===== config.mk =====
export PLATFORM = sky130hd
export DESIGN_NAME = adc_clock_gen
export DESIGN_NICKNAME = d
export VERILOG_FILES = /design/src/rtl/adc_clock_gen.sv
export SDC_FILE = /design/constraint.sdc
export NUM_CORES = 1
export LEC_CHECK = 0
export BUFFER_PORTS_ARGS = -buffer_cell sky130_fd_sc_hd__clkbuf_2
export CAP_MARGIN = 25
export CELL_PAD_IN_SITES_DETAIL_PLACEMENT = 2
export CELL_PAD_IN_SITES_GLOBAL_PLACEMENT = 2
export CORE_UTILIZATION = 33
export DETAILED_ROUTE_END_ITERATION = 8
export GPL_TIMING_DRIVEN = 0
export PLACE_DENSITY_LB_ADDON = 0.1
export SKIP_LAST_GASP = 1
export SYNTH_ARGS = -nofsm -noshare
export SYNTH_HDL_FRONTEND = slang
export SYNTH_SLANG_ARGS = --single-unit

===== constraint.sdc =====
create_clock -name clk -period 3.9 [get_ports clk]
set_input_delay 0.195 -clock clk [delete_from_list [all_inputs] [get_ports clk]]
set_output_delay 0.195 -clock clk [all_outputs]
set_load 0.01 [all_outputs]

===== src/rtl/adc_clock_gen.sv =====
// Programmable ADC sample-clock divider with rise/fall strobes.
// The ratio can be reloaded at runtime and takes effect only at a period boundary.
module adc_clock_gen #(
  parameter int DIV_W       = 8,
  parameter int DEFAULT_DIV = 32,
  parameter int CNT_W       = 16
) (
  input  logic             clk,
  input  logic             rst_n,
  input  logic             en,
  input  logic [DIV_W-1:0] div_data,
  input  logic             div_valid,
  output logic             div_ready,
  output logic             clk_adc,
  output logic             rise_stb,
  output logic             fall_stb,
  output logic             busy,
  output logic [DIV_W-1:0] cur_div,
  output logic [CNT_W-1:0] edge_cnt
);

  typedef enum logic [1:0] {
    IDLE,
    RUN,
    STOPPING
  } state_t;

  localparam logic [DIV_W-1:0] DEF_DIV = DIV_W'(DEFAULT_DIV);
  localparam logic [DIV_W-1:0] ONE     = DIV_W'(1);
  localparam logic [DIV_W-1:0] TWO     = DIV_W'(2);
  localparam logic [DIV_W:0]   ONE_X   = (DIV_W+1)'(1);

  state_t           state_q, state_d;
  logic [DIV_W-1:0] cnt_q, cnt_d;
  logic [DIV_W-1:0] cur_div_q, cur_div_d;
  logic [DIV_W-1:0] pend_q, pend_d;
  logic             pend_vld_q, pend_vld_d;
  logic             clk_adc_q, clk_adc_d;
  logic             rise_q, rise_d;
  logic             fall_q, fall_d;
  logic [CNT_W-1:0] edge_cnt_q, edge_cnt_d;

  logic             wrap;
  logic             accept;
  logic             apply;
  logic             active_d;
  logic [DIV_W:0]   half_d;

  assign wrap   = (state_q != IDLE) &&
                  (cnt_q == cur_div_q - ONE);
  assign accept = div_valid && !pend_vld_q;
  assign apply  = pend_vld_q &&
                  ((state_q == IDLE) || wrap);

  // Next state and phase counter
  always_comb begin
    state_d = state_q;
    cnt_d   = cnt_q;
    unique case (state_q)
      IDLE: begin
        cnt_d = '0;
        if (en) state_d = RUN;
      end
      RUN, STOPPING: begin
        if (wrap) begin
          cnt_d   = '0;
          state_d = en ? RUN : IDLE;
        end else begin
          cnt_d   = cnt_q + ONE;
          state_d = en ? RUN : STOPPING;
        end
      end
      default: begin
        cnt_d   = '0;
        state_d = IDLE;
      end
    endcase
  end

  // Ratio handshake: one pending slot, clamped at capture
  always_comb begin
    pend_d     = pend_q;
    pend_vld_d = pend_vld_q;
    cur_div_d  = cur_div_q;
    if (accept) begin
      pend_d     = (div_data < TWO) ? TWO : div_data;
      pend_vld_d = 1'b1;
    end else if (apply) begin
      cur_div_d  = pend_q;
      pend_vld_d = 1'b0;
    end
  end

  // Outputs are decoded from next-cycle values so they register together
  always_comb begin
    active_d   = (state_d != IDLE);
    half_d     = ({1'b0, cur_div_d} + ONE_X) >> 1;
    clk_adc_d  = active_d && ({1'b0, cnt_d} < half_d);
    rise_d     = active_d && (cnt_d == '0);
    fall_d     = active_d && ({1'b0, cnt_d} == half_d);
    edge_cnt_d = edge_cnt_q + CNT_W'(rise_d);
  end

  always_ff @(posedge clk or negedge rst_n) begin
    if (!rst_n) begin
      state_q    <= IDLE;
      cnt_q      <= '0;
      cur_div_q  <= DEF_DIV;
      pend_q     <= DEF_DIV;
      pend_vld_q <= 1'b0;
      clk_adc_q  <= 1'b0;
      rise_q     <= 1'b0;
      fall_q     <= 1'b0;
      edge_cnt_q <= '0;
    end else begin
      state_q    <= state_d;
      cnt_q      <= cnt_d;
      cur_div_q  <= cur_div_d;
      pend_q     <= pend_d;
      pend_vld_q <= pend_vld_d;
      clk_adc_q  <= clk_adc_d;
      rise_q     <= rise_d;
      fall_q     <= fall_d;
      edge_cnt_q <= edge_cnt_d;
    end
  end

  assign div_ready = !pend_vld_q;
  assign clk_adc   = clk_adc_q;
  assign rise_stb  = rise_q;
  assign fall_stb  = fall_q;
  assign busy      = (state_q != IDLE);
  assign cur_div   = cur_div_q;
  assign edge_cnt  = edge_cnt_q;

endmodule

==> impl_metrics.yaml <==
outcome:
  status: "complete, no violations"
layout:
  diodes: 0
  final_util_pct: 43.8
  design_area_sq_um: 3420
  final_cells: 428
  nNetsFinal: 352
  areaGrowthSynthToFinish_pct: 27.4
  drive_gt1_share_pct: 35.6
sta:
  holdWs_ps: 99.5
  max_slew_margin_pct: 63.8
  rsz0062_at_grt: "yes"
  hold_viol: 0
  slew_viol_final: 0
  finalSetupViolations: 0
  worstMarginPinSlew_ps: 543
  fmax_ghz: 0.259
  period_minus_slack_ps: 3860
  fin_crit_sh_pct: 98.9
  skew_ps: 5.95
critical_path:
  arrival_ps: 4100
  cp_slowest_cell: "dfrtp_1"
  critPathKind: "reg -> reg"
  max_stage_delay_ps: 410
  cp.required_ps: 4150
  cp_common_cell: "a21o_1"
  crit_chain: "buf_6 > nor4_4 > a211oi_2 > a311o_1 > o2111ai_2 > a21o_1 > buf_12 > mux2_4 > ha_4 > nand3_2 > mux2i_2 > xnor2_1 > ha_1 > a21o_1 > a21o_1 > a21oi_2 > o211a_1"
  cp-start-kind: "flop"
  critPathCaptureType: "flop"
  critPathMaxFanout: 8
  r2r_slack_ps: 40
die:
  core_sq_um: 7810
  die_h_um: 92.2
  die_w_um: 92.2
  dieArea_sq_um: 8500
  io-pin-count: 41
  initial_utilization_pct: 34.4
  rows: 32
clocking:
  cts_tree: "yes"
  htree_levels: 2
  root_buffer: "clkbuf_8"
  cts_made_buffers: 5
  cts_buffer_depth: 2
  clkTransAtPathRegs_ps: 90
  cts_sinks: 46
  clock_latency_ps: 300
placed_design:
  portBuffers: 40
  postPlaceCellArea_sq_um: 3030
  hpwl_mm: 5.19
  place_inst: 398
  gp_congestion: 0.711
routing:
  drcViolationCount: 0
  dr.pass1.iters: 4
  routedWlPerCell_um: 16.4
  met2_length_mm: 3.56
  totalWireLength_mm: 7.03
  vias: 2094
  first_iter_violations: 64
  wl_met3_um: 180
  ant_nets: 0
  routed.top_layer: "met4"
  viasPerCell: 4.89
  wl_met1_mm: 3.23
pwr:
  leakage_nw: 1.57
  vdd_drop_max_mv: 0.266
  power_density_nw_per_um2: 803
synthesis:
  yosysWarnings: 0
  synth_flop_cell: "dfrtp_1"
  synth_top_area_share_pct: 41.0
  avgSynthCellArea_sq_um: 10.5
  synth_edf_count: 0
  synth_largest_area_cell: "dfrtp_1"
  synth_fp_nets: 282
  synth-seq-area-share_pct: 43.0
  synth-seq-cells: 46
  netlist-cell-type-count: 50
  netlist_area_sq_um: 2680
  ys_top_cells_by_area: "dfrtp_1, xnor2_1, ha_1"
  syn_inst: 255
  synthArstFlopShare_pct: 100
global_route:
  first_global_vias: 2205
  antenna_found_initial: 0
  grt_overflow: 0
  grt_pass1_wl_mm: 11.1
  track_usage_pct: 17.0
  grt_max_degree: 28
worst_hold_path:
  hp-class: "in -> reg"
job:
  cap_violations: 0
==> Yosys cell counts (2+ instances only) <==
library cell,n
mux2i_1,5
buf_6,3
xor2_1,10
clkbuf_1,3
nand3_1,16
nand2_1,17
a21o_1,3
o21a_1,2
nor4_1,2
dfrtp_1,44
nor2b_1,3
or2b_2,2
or2_2,3
ha_1,15
nor3b_1,2
nor2_1,18
nand4_1,8
o21ai_0,6
buf_2,3
and3_1,4
a21oi_1,6
dfstp_2,2
mux2_2,12
nor3_1,3
xnor2_1,28
inv_1,11
==> through the flow <==
step / setup WS [ps] / power [mW] / TNS [ps]
after detailed placement: -723 / 2.13 / -1120
after CTS: 6.47 / 2.58 / 0
after global placement: -668 / 2.07 / -1010
final: 43.6 / 2.75 / 0
after global routing: -187 / 2.96 / -242
after floorplan: 17.5 / 1.71 / 0
==> layout by cell type, fill, tap and decap left out, drive strengths merged, types with 2 or more instances in the layout <==
master and instances:
clkbuf 51, dfrtp 44, xnor2 29, buf 29, nor2 18, nand2 17
nand3 16, ha 15, mux2 13, inv 11, xor2 10, nand4 8
o21ai 6, a21oi 6, and3 5, mux2i 5, nor3 3, or2 3
a21o 3, nor2b 3, nor4 3, or2b 2, o21a 2, dfstp 2
and2 2, nor3b 2
==> registers in the layout (all words and copies together), names as in the netlist <==
name and flops:
clk_adc 1, cnt_q 8, edge_cnt 16, pend_vld_q 1, cur_div 8, state_q 2, fall_stb 1, rise_stb 1
pend_q 8
==> cell type report <==
type / instances / area, sq um
Inverter: 11 / 41.3
Multi-Input combinational cell: 186 / 1490
Clock buffer: 6 / 72.6
Sequential cell: 46 / 1150
Fill cell: 828 / 4390
Buffer: 11 / 103
Clock inverter: 2 / 37.5
Timing Repair Buffer: 64 / 395
Tap cell: 102 / 128
==> cells by family (layout without fill, tap and decap cells) <==
kind of cell / after synthesis / count (layout) / share of synthesized area [%]
compound gates: 29 / 29 / 7.51
xor+xnor: 39 / 39 / 13.0
fa+ha+maj: 15 / 15 / 6.99
simple gates: 85 / 85 / 16.7
flops: 46 / 46 / 43.0
mux: 18 / 18 / 7.46
buf+inv: 23 / 94 / 5.31
==> worst paths after layout <==
path,from,depth (start not counted),to
setup / recovery,cur_div[2]$_DFF_PN0_,17,clk_adc$_DFF_PN0_
hold / removal,div_data[0],3,pend_q[0]$_DFFE_PN0P_
setup reg to reg,cur_div[2]$_DFF_PN0_,17,clk_adc$_DFF_PN0_
hold reg to reg,edge_cnt[15]$_DFF_PN0_,1,edge_cnt[15]$_DFF_PN0_
max in group asynchronous,rst_n,3,pend_q[5]$_DFFE_PN1P_
min in group asynchronous,rst_n,2,edge_cnt[9]$_DFF_PN0_
==> worst max-delay path: cells and delay by family (launching register included) <==
kind | cells | cell delay [ps]
multiplexers | 2 | 400
AO/OA/AOI/OAI | 8 | 1600
flip-flops | 1 | 410
adder cells (fa/ha/maj) | 2 | 500
XOR/XNOR | 1 | 140
buffers and inverters | 2 | 280
AND/OR/NAND/NOR | 2 | 470
==> routing by layer <==
metal | vias to the layer above | GRT usage, %
met2 | 23 | 28.1
met4 | 0 | 4.30
met3 | 6 | 3.15
li1 | 1013 | -
met5 | - | 0
met1 | 1052 | 22.9
==> what timing repair did <==
item | 4_1_cts | 5_1_grt
buffers inserted | 7 | 15
hold buffers | 1 | 0
pin swaps | 7 | 14
gates resized for setup | 14 | 11
endpoints found under the setup margin | 4 | 4
endpoints found under the hold margin | 19 | 0
==> power by group <==
| group | internal (mW) | switching [mW] | total, mW |
|---|---|---|---|
| clock network | 0.191 | 0.170 | 0.362 |
| registers | 0.642 | 0.186 | 0.829 |
| logic | 0.793 | 0.762 | 1.56 |
Power figures use the tool's default switching activity.
